--- config.mk ---
export PLATFORM = sky130hd
export DESIGN_NAME = countdown_timer
export DESIGN_NICKNAME = d
export VERILOG_FILES = /design/src/rtl/countdown_timer.sv
export SDC_FILE = /design/constraint.sdc
export NUM_CORES = 1
export LEC_CHECK = 0
export CORE_ASPECT_RATIO = 1.4
export CORE_MARGIN = 1
export CORE_UTILIZATION = 53
export DETAILED_ROUTE_END_ITERATION = 12
export GPL_TIMING_DRIVEN = 0
export PLACE_DENSITY_LB_ADDON = 0.25
export REMOVE_ABC_BUFFERS = 1
export SYNTH_ARGS = -nofsm -noshare
export SYNTH_HDL_FRONTEND = slang
export SYNTH_SLANG_ARGS = --single-unit
--- constraint.sdc ---
create_clock -name clk -period 2.5 [get_ports clk]
set_input_delay 0.5 -clock clk [delete_from_list [all_inputs] [get_ports clk]]
set_output_delay 0.5 -clock clk [all_outputs]
set_load 0.01 [all_outputs]
--- src/rtl/countdown_timer.sv ---
// ---------------------------------------------------------------------------
// countdown_timer
//
// Four-digit BCD countdown timer (s.ds cs ms, 0000..9999) driven by a
// prescaler that produces one decrement tick every DIV clock cycles.  A small
// FSM (IDLE / RUN / PAUSE / DONE) is controlled by two single-cycle pulses:
// load copies the preset digits into the count, and start_stop starts,
// pauses, resumes, or acknowledges a finished countdown.
//
// Parameters:
//   DIV         clk cycles per decrement tick (legal range 2..65535)
//
// Ports:
//   clk         rising-edge clock for all state
//   clear_      asynchronous active-low reset
//   load        pulse: load clamped preset digits, clear prescaler, go IDLE
//   start_stop  pulse: start / pause / resume / acknowledge done
//   preset_s    seconds preset digit (BCD, values above 9 clamp to 9)
//   preset_ds   tenths preset digit
//   preset_cs   hundredths preset digit
//   preset_ms   thousandths preset digit
//   count_s     current seconds digit
//   count_ds    current tenths digit
//   count_cs    current hundredths digit
//   count_ms    current thousandths digit
//   running     high while the countdown is running
//   done        high once the count has reached 0000, until acknowledged
// ---------------------------------------------------------------------------
module countdown_timer #(
    parameter int DIV = 50000
) (
    input  logic       clk,
    input  logic       clear_,
    input  logic       load,
    input  logic       start_stop,
    input  logic [3:0] preset_s,
    input  logic [3:0] preset_ds,
    input  logic [3:0] preset_cs,
    input  logic [3:0] preset_ms,
    output logic [3:0] count_s,
    output logic [3:0] count_ds,
    output logic [3:0] count_cs,
    output logic [3:0] count_ms,
    output logic       running,
    output logic       done
);

    typedef enum logic [1:0] {
        IDLE,
        RUN,
        PAUSE,
        DONE
    } state_t;

    localparam logic [15:0] PRESCALE_MAX = 16'(DIV - 1);

    state_t      state;
    logic [15:0] prescaler;

    logic        tick;
    logic        borrow_cs;
    logic        borrow_ds;
    logic        borrow_s;
    logic [3:0]  dec_s;
    logic [3:0]  dec_ds;
    logic [3:0]  dec_cs;
    logic [3:0]  dec_ms;
    logic        dec_zero;
    logic        count_zero;

    // Presets wider than a decimal digit are forced to 9 so the count
    // always stays valid BCD.
    function automatic logic [3:0] clamp_digit(input logic [3:0] d);
        return (d > 4'd9) ? 4'd9 : d;
    endfunction

    // Tick detection and the count-minus-one value.  The decrement ripples a
    // borrow upward: a zero digit that must give up one becomes 9 and passes
    // the borrow on.  RUN never holds 0000, so the top digit never underflows
    // while the result is actually used.
    always_comb begin
        tick       = (state == RUN) && (prescaler == PRESCALE_MAX);

        dec_ms     = (count_ms == 4'd0) ? 4'd9 : count_ms - 4'd1;
        borrow_cs  = (count_ms == 4'd0);

        dec_cs     = count_cs;
        borrow_ds  = 1'b0;
        if (borrow_cs) begin
            dec_cs    = (count_cs == 4'd0) ? 4'd9 : count_cs - 4'd1;
            borrow_ds = (count_cs == 4'd0);
        end

        dec_ds     = count_ds;
        borrow_s   = 1'b0;
        if (borrow_ds) begin
            dec_ds   = (count_ds == 4'd0) ? 4'd9 : count_ds - 4'd1;
            borrow_s = (count_ds == 4'd0);
        end

        dec_s      = count_s;
        if (borrow_s) begin
            dec_s = count_s - 4'd1;
        end

        dec_zero   = (dec_s == 4'd0) && (dec_ds == 4'd0) &&
                     (dec_cs == 4'd0) && (dec_ms == 4'd0);
        count_zero = (count_s == 4'd0) && (count_ds == 4'd0) &&
                     (count_cs == 4'd0) && (count_ms == 4'd0);
    end

    // Main FSM with registered running/done flags.  load overrides every
    // other action, including a simultaneous start_stop.  The prescaler only
    // advances in RUN, so pausing preserves the tick phase.  A tick that
    // reaches zero goes to DONE even if start_stop asked for PAUSE on the
    // same edge.
    always_ff @(posedge clk or negedge clear_) begin
        if (!clear_) begin
            state     <= IDLE;
            prescaler <= 16'd0;
            count_s   <= 4'd0;
            count_ds  <= 4'd0;
            count_cs  <= 4'd0;
            count_ms  <= 4'd0;
            running   <= 1'b0;
            done      <= 1'b0;
        end else if (load) begin
            state     <= IDLE;
            prescaler <= 16'd0;
            count_s   <= clamp_digit(preset_s);
            count_ds  <= clamp_digit(preset_ds);
            count_cs  <= clamp_digit(preset_cs);
            count_ms  <= clamp_digit(preset_ms);
            running   <= 1'b0;
            done      <= 1'b0;
        end else begin
            case (state)
                IDLE: begin
                    if (start_stop && !count_zero) begin
                        state   <= RUN;
                        running <= 1'b1;
                    end
                end
                RUN: begin
                    if (tick) begin
                        prescaler <= 16'd0;
                        count_s   <= dec_s;
                        count_ds  <= dec_ds;
                        count_cs  <= dec_cs;
                        count_ms  <= dec_ms;
                    end else begin
                        prescaler <= prescaler + 16'd1;
                    end

                    if (tick && dec_zero) begin
                        state   <= DONE;
                        running <= 1'b0;
                        done    <= 1'b1;
                    end else if (start_stop) begin
                        state   <= PAUSE;
                        running <= 1'b0;
                    end
                end
                PAUSE: begin
                    if (start_stop) begin
                        state   <= RUN;
                        running <= 1'b1;
                    end
                end
                DONE: begin
                    if (start_stop) begin
                        state <= IDLE;
                        done  <= 1'b0;
                    end
                end
                default: begin
                    state   <= IDLE;
                    running <= 1'b0;
                    done    <= 1'b0;
                end
            endcase
        end
    end

endmodule

==> reports/summary.txt, run 1 <==
YOSYS
-----------------------------------------------------------------------------
Predominant post-synthesis flop cell                                  dfrtp_1
Synth area leader                                                     dfrtp_1
Cell types occupying the most area after synthesis               dfrtp_1, nor2_1, nand2_1, o21ai_0, xor2_1
Cell count after synthesis                                                240
Count of flip-flops with a built-in enable after synthesis                  0
Ys Warns                                                                    0
Fraction of registers with async set/reset                               1.00
Synth Cell Area                                                     2170 um^2
Post-Syn Area per Cell                                              9.03 um^2
Synth cell types                                                           51
Yosys top cell area share                                               0.415
Number of flip-flops and latches in the synthesized netlist                36
Portion of the post-synthesis area used by sequential elements          0.415

DIE
-----------------------------------------------------------------------------
Die Span X                                                            56.1 um
Height of the die                                                     77.7 um
Die Outline Area                                                    4350 um^2
IO Pins                                                                    38
Initial core utilization                                                0.553
Core footprint                                                      3920 um^2
FP Rows                                                                    27

LAYOUT
-----------------------------------------------------------------------------
Most frequent cells in the layout                                dfrtp_1, clkdlybuf4s50_1, nor2_1
Multi-input gate area                                               1200 um^2
Fraction of layout instances using a drive strength above 1            0.0725
Post-layout utilization of the core                                     0.672
Most common cell after layout, fill and taps aside                    dfrtp_1
Number of nets at the end of the flow                                     301
Final Instance Count excl. Fillers                                        319
Filler cell count                                                         327
Area growth syn-to-layout                                               21.5%
Number of diodes added for antenna fixing                                   0
FF/Latch Area                                                        901 um^2

CLOCK TREE
-----------------------------------------------------------------------------
TritonCTS clock tree                                                      yes
Root Buffer Master                                                   clkbuf_8
CTS H-tree lvls                                                             2
Clock transition at path regs                                         0.07 ns
Total number of clock tree sinks                                           36
TritonCTS buffer count                                                      5
Maximum clock insertion buffer count                                        2
Clk Latency, worst-skew pair                                          0.29 ns

POWER
-----------------------------------------------------------------------------
Switching Fraction                                                      0.271
Gate power share                                                        0.183
Clock share of power                                                    0.298
Part of the total power dissipated in sequential elements               0.520
Switching pwr                                                          338 uW
Cell area power density                                           474 nW/um^2
Static leakage                                                     0.00104 uW
Internal power                                                         909 uW
Worst VDD drop                                                       0.447 mV

PLACED DESIGN
-----------------------------------------------------------------------------
Gpl congestion                                                          0.781
Post-DP HPWL                                                          3470 um
Count of buffers inserted at the top-level ports                           37
Cell count after placement                                                314

ROUTING
-----------------------------------------------------------------------------
Total via count in the routed design                                    1,970
Avg WL per Cell                                                       15.5 um
Iteration-0 DRC Markers                                                    66
Number of nets still failing antenna checks after routing                   0
Number of iterations in the first detailed-routing pass                     4
Post-detailed-route DRC marker count                                        0
Post-DR vias/cell                                                        6.18
Detailed Route WL                                                     4950 um

CRITICAL PATH
-----------------------------------------------------------------------------
Start of the worst register-to-register path                     prescaler[5]$_DFFE_PN0N_
Highest net fanout along the worst path                                    17
Type of element capturing the critical path                              flop
Data required time of the worst path                                  2.68 ns
CP Launch Type                                                           flop
Worst flop-to-flop path endpoint                                 count_ds[3]$_DFFE_PN0P_
Worst-case register-to-register setup slack                           0.24 ns
Depth of the worst register-to-register path                                5
Setup CP Type                                                    flop to flop
Worst endpoint data arrival time                                      2.44 ns

STA
-----------------------------------------------------------------------------
Largest clock skew in the final design                             0.00307 ns
Final clock period utilization by the worst path                        0.903
Post-Route Setup TNS                                                     0 ns
Total count of max-transition violations in the final report                0
Highest clock frequency the design can meet                           443 MHz
Hold violation total from the final report                                  0
Setup repair after global routing missed its margin                        no
Relative slew slack                                                     0.425
Post-layout min period                                                2.26 ns
Final-report setup violation count                                          0
Hold slack                                                           0.298 ns
Worst Max-Slew Pin Slew                                              0.856 ns

GLOBAL ROUTING
-----------------------------------------------------------------------------
Global-route wire length before repair                                8440 um
Number of global-route vias before repair                               1,973
Antenna violations before repair                                            0
Overall global routing resource usage                                   0.243
Congestion Overflow GR                                                      0
Largest net degree at the start of global routing                          37

OUTCOME
-----------------------------------------------------------------------------
Run status                                                       finished, final reports clean

RUN
-----------------------------------------------------------------------------
Number of maximum-capacitance violations                                    0

HOLD PATH
-----------------------------------------------------------------------------
Path class of the lowest-slack min-delay path                    input port to async pin

## flip-flops by register name, summed over array words and instances (netlist names)
| signal | count |
|---|---|
| count_ds | 4 |
| count_ms | 4 |
| count_cs | 4 |
| done | 1 |
| count_s | 4 |
| prescaler | 16 |
| state | 2 |
| running | 1 |
## cell usage after synthesis (all sizes together) (3+ instances only)
cell type and instances:
dfrtp 36, a31oi 3, nor3 6, nand4 9, nand3 5, xnor2 7, o31a 5, mux2i 4
clkbuf 5, a21oi 12, nor4 9, nand3b 5, or3 5, nand2 22, nor2 25, o22ai 7
and3 4, inv 12, o21a 5, o21ai 14, ha 3, xor2 8
## critical path, cell delays in order, from the launching register on
cell and delay, ns:
dfrtp_1 0.48, nor4b_4 0.36, nand2_2 0.27, or4b_4 0.63, o21a_1 0.18, o31a_1 0.22
## routing by layer
metal | routed length (um) | vias up | GRT usage
met4 | 68 | 0 | 0.0829
met2 | 2750 | 48 | 0.469
met3 | 178 | 6 | 0.0433
met5 | 0 | - | 0
li1 | - | 954 | -
met1 | 1950 | 962 | 0.258
## area by class of cell
class,count,share of cell area
clock buffer,5,0.0261
inverter,12,0.0171
multi-input combinational,186,0.455
sequential,36,0.342
tap,43,0.0204
timing repair buffer,37,0.139
## kinds of logic (layout without fill, tap and decap cells)
family	after synthesis	in the layout	synth area share
compound gates	56	56	0.166
xor+xnor	15	15	0.0606
fa+ha+maj	3	3	0.0173
buf+inv	18	54	0.0317
flops	36	36	0.415
mux	6	6	0.0289
simple gates	106	106	0.280
## power by group through the flow
| stage | registers (uW) | logic [uW] | clock network [uW] |
|---|---|---|---|
| floorplan | 662 | 98.9 | 0 |
| global route | 653 | 254 | 395 |
| detailed placement | 658 | 228 | 0 |
| global placement | 658 | 224 | 0 |
| finish | 648 | 228 | 371 |
| CTS | 648 | 230 | 375 |
## worst max-delay path by stage
stage,start,endpoint,slack [ns],cells after the start
detailed placement,load,prescaler[15]$_DFFE_PN0N_,-0.74,6
CTS,prescaler[5]$_DFFE_PN0N_,count_ds[3]$_DFFE_PN0P_,0.24,5
finish,prescaler[5]$_DFFE_PN0N_,count_ds[3]$_DFFE_PN0P_,0.24,5
global route,prescaler[5]$_DFFE_PN0N_,count_cs[2]$_DFFE_PN0P_,0.07,5
floorplan,prescaler[5]$_DFFE_PN0N_,count_ds[3]$_DFFE_PN0P_,0.46,5
global placement,load,prescaler[15]$_DFFE_PN0N_,-0.69,6
## stage by stage
step | setup slack (ns) | total power (uW) | instance area (um^2)
detailed placement | -0.737 | 885 | 2560
floorplan | 0.455 | 761 | 2140
global route | 0.0702 | 1300 | 2630
CTS | 0.237 | 1250 | 2630
finish | 0.241 | 1250 | 2630
global placement | -0.688 | 882 | 2570
## repair_timing
item                       in CTS  in global routing
buffers inserted                0                  0
resized for setup               4                  0
setup endpoints to repair      12                  0
hold buffers                    0                  0
No activity file was read; power rests on OpenSTA's default activity.
==> run 2, diff against run 1 <==
--- a/config.mk
+++ b/config.mk
@@ -7,7 +7,7 @@
 export LEC_CHECK = 0
 export CORE_ASPECT_RATIO = 1.4
 export CORE_MARGIN = 1
-export CORE_UTILIZATION = 53
+export CORE_UTILIZATION = 47
 export DETAILED_ROUTE_END_ITERATION = 12
 export GPL_TIMING_DRIVEN = 0
 export PLACE_DENSITY_LB_ADDON = 0.25
==> reports/summary.txt, run 2 (synthesis gave the netlist of run 1 again) <==
CLOCK TREE
---------------------------------------------------------------------------
TritonCTS buffer count                                                    5   unchanged
Number of buffers added for setup after CTS                               0   unchanged
TritonCTS clock tree                                                    yes   unchanged
Clock transition at path regs                                       0.07 ns   about the same
Clk Latency, worst-skew pair                                        0.29 ns   about the same
Quantity of hold-fixing buffers added after cts                           0   unchanged
Number of cells upsized or downsized after cts                            4   unchanged
Total number of clock tree sinks                                         36   unchanged
CTS H-tree lvls                                                           2   unchanged
Root Buffer Master                                                 clkbuf_8   unchanged
Maximum clock insertion buffer count                                      2   unchanged

POWER
---------------------------------------------------------------------------
Static leakage                                                   0.00104 uW   about the same
Cell area power density                                         486 nW/um^2   was 474 nW/um^2
Part of the total power dissipated in sequential elements             0.497   was 0.520
Switching pwr                                                        346 uW   was 338 uW
Worst VDD drop                                                     0.327 mV   was 0.447 mV
Clock share of power                                                  0.327   was 0.298
Internal power                                                       955 uW   was 909 uW
Gate power share                                                      0.175   was 0.183
Switching Fraction                                                    0.266   was 0.271

CRITICAL PATH
---------------------------------------------------------------------------
Type of element capturing the critical path                            flop   unchanged
Depth of the worst register-to-register path                              5   unchanged
Setup CP Type                                                  flop to flop   unchanged
Worst endpoint data arrival time                                    2.43 ns   was 2.44 ns
Start of the worst register-to-register path                   prescaler[5]$_DFFE_PN0N_   unchanged
Worst-case register-to-register setup slack                         0.25 ns   was 0.24 ns
Worst flop-to-flop path endpoint                               count_ds[3]$_DFFE_PN0P_   unchanged
Critical Path End                                              count_ds[3]$_DFFE_PN0P_   unchanged
Beginning of the critical path                                 prescaler[5]$_DFFE_PN0N_   unchanged
CP Launch Type                                                         flop   unchanged
Highest net fanout along the worst path                                  17   unchanged
Data required time of the worst path                                2.68 ns   about the same

RUN
---------------------------------------------------------------------------
Number of maximum-capacitance violations                                  0   unchanged

PLACED DESIGN
---------------------------------------------------------------------------
Count of buffers inserted at the top-level ports                         37   unchanged
Gpl congestion                                                        0.808   was 0.781
Placed cell areas                                                 2580 um^2   was 2560 um^2
Post-DP HPWL                                                        3450 um   was 3470 um

LAYOUT
---------------------------------------------------------------------------
Filler cell count                                                       367   was 327
Top register by number of flip-flops                              prescaler   unchanged
Number of nets at the end of the flow                                   301   unchanged
Number of flip-flops under the largest register name                     16   unchanged
Number of diodes added for antenna fixing                                 0   unchanged
Most frequent cells in the layout                              dfrtp_1, clkdlybuf4s50_1, nor2_1   unchanged
Final Instance Area                                               2680 um^2   was 2630 um^2
Most common cell after layout, fill and taps aside                  dfrtp_1   unchanged
Area growth syn-to-layout                                             23.4%   was 21.5%
Fraction of layout instances using a drive strength above 1          0.0753   was 0.0725

STA
---------------------------------------------------------------------------
Post-Route Setup TNS                                                   0 ns   unchanged
Final-report setup violation count                                        0   unchanged
Worst Max-Slew Pin Slew                                            0.855 ns   was 0.856 ns
Relative slew slack                                                   0.426   was 0.425
Hold violation total from the final report                                0   unchanged
Post-layout min period                                              2.25 ns   was 2.26 ns
Highest clock frequency the design can meet                         444 MHz   was 443 MHz
Setup repair after global routing missed its margin                      no   unchanged
Final clock period utilization by the worst path                      0.900   was 0.903
Total count of max-transition violations in the final report              0   unchanged
Largest clock skew in the final design                           0.00524 ns   was 0.00307 ns

HOLD PATH
---------------------------------------------------------------------------
Path class of the lowest-slack min-delay path                  input port to async pin   unchanged

GLOBAL ROUTING
---------------------------------------------------------------------------
Largest net degree at the start of global routing                        37   unchanged
Antenna violations before repair                                          0   unchanged
Number of global-route vias before repair                             1,891   was 1,973
Congestion Overflow GR                                                    0   unchanged
Overall global routing resource usage                                 0.223   was 0.243
Global-route wire length before repair                              8180 um   was 8440 um

ROUTING
---------------------------------------------------------------------------
Total via count in the routed design                                  1,920   was 1,970
Number of iterations in the first detailed-routing pass                   4   unchanged
Post-DR vias/cell                                                      5.66   was 6.18
Number of nets still failing antenna checks after routing                 0   unchanged
Avg WL per Cell                                                     14.0 um   was 15.5 um
Detailed Route WL                                                   4740 um   was 4950 um
Iteration-0 DRC Markers                                                 147   was 66
Post-detailed-route DRC marker count                                      0   unchanged

OUTCOME
---------------------------------------------------------------------------
Run status                                                     finished, final reports clean   unchanged

DIE
---------------------------------------------------------------------------
Core footprint                                                    4310 um^2   was 3920 um^2
Initial core utilization                                              0.503   was 0.553
FP Rows                                                                  28   was 27
Die Outline Area                                                  4890 um^2   was 4350 um^2
Die Span X                                                          59.4 um   was 56.1 um
Height of the die                                                   82.4 um   was 77.7 um
IO Pins                                                                  38   unchanged

run 2: cell types whose count changed in the layout (fill, tap and decap cells not counted), sizes merged:
cell    delta
clkbuf     +3
run 2: through the flow:
| step | hold slack (ns) | util | std cells | setup WS [ns] | total power [uW] |
|---|---|---|---|---|---|
| after floorplan | 0.204 | - | 234 | 0.455 | 761 |
| after global placement | 0.512 | 0.601 | 331 | -0.694 | 882 |
| after detailed placement | 0.523 | 0.600 | 331 | -0.670 | 886 |
| after CTS | 0.316 | 0.621 | 339 | 0.249 | 1310 |
| after global routing | 0.347 | 0.621 | 339 | 0.0602 | 1370 |
| final | 0.290 | 0.621 | 339 | 0.250 | 1300 |
run 2: metal layers:
layer  track usage  wire length [um]  share of wire
met5             0                 0              0
met4         0.107               110          0.023
met3        0.0545               177          0.037
met2         0.393              2540           0.53
met1         0.248              1920           0.40
run 2: final cells by class:
| type | instances | area (um^2) | share of cell area |
|---|---|---|---|
| Multi-Input combinational cell | 186 | 1200 | 0.448 |
| Tap cell | 60 | 75.1 | 0.0281 |
| Inverter | 12 | 45.0 | 0.0168 |
| Sequential cell | 36 | 901 | 0.337 |
| Clock buffer | 8 | 90.1 | 0.0337 |
| Timing Repair Buffer | 37 | 367 | 0.137 |
run 2: power groups by stage:
stage / registers, uW / clock network [uW] / logic [uW]
after floorplan: 662 / 0 / 98.9
after global placement: 657 / 0 / 226
after detailed placement: 657 / 0 / 229
after CTS: 646 / 438 / 230
after global routing: 651 / 471 / 253
final: 647 / 426 / 228
run 2: worst min path at each step:
| stage | cells after the start | endpoint | start | slack, ns |
|---|---|---|---|---|
| 2_1_floorplan | 0 | count_cs[0]$_DFFE_PN0P_ | clear_ | 0.20 |
| 5_1_grt | 1 | prescaler[7]$_DFFE_PN0N_ | clear_ | 0.35 |
| 3_3_place_gp | 2 | done$_DFFE_PN0P_ | done$_DFFE_PN0P_ | 0.51 |
| 6_report | 1 | prescaler[3]$_DFFE_PN0N_ | clear_ | 0.29 |
| 4_1_cts | 1 | prescaler[7]$_DFFE_PN0N_ | clear_ | 0.32 |
| 3_5_place_dp | 2 | done$_DFFE_PN0P_ | done$_DFFE_PN0P_ | 0.52 |
run 2: worst max-delay path, stage by stage (launching register included):
cell     delay [ns]
dfrtp_1        0.47
nor4b_4        0.37
nand2_2        0.27
or4b_4         0.63
o21a_1         0.18
o31a_1         0.22
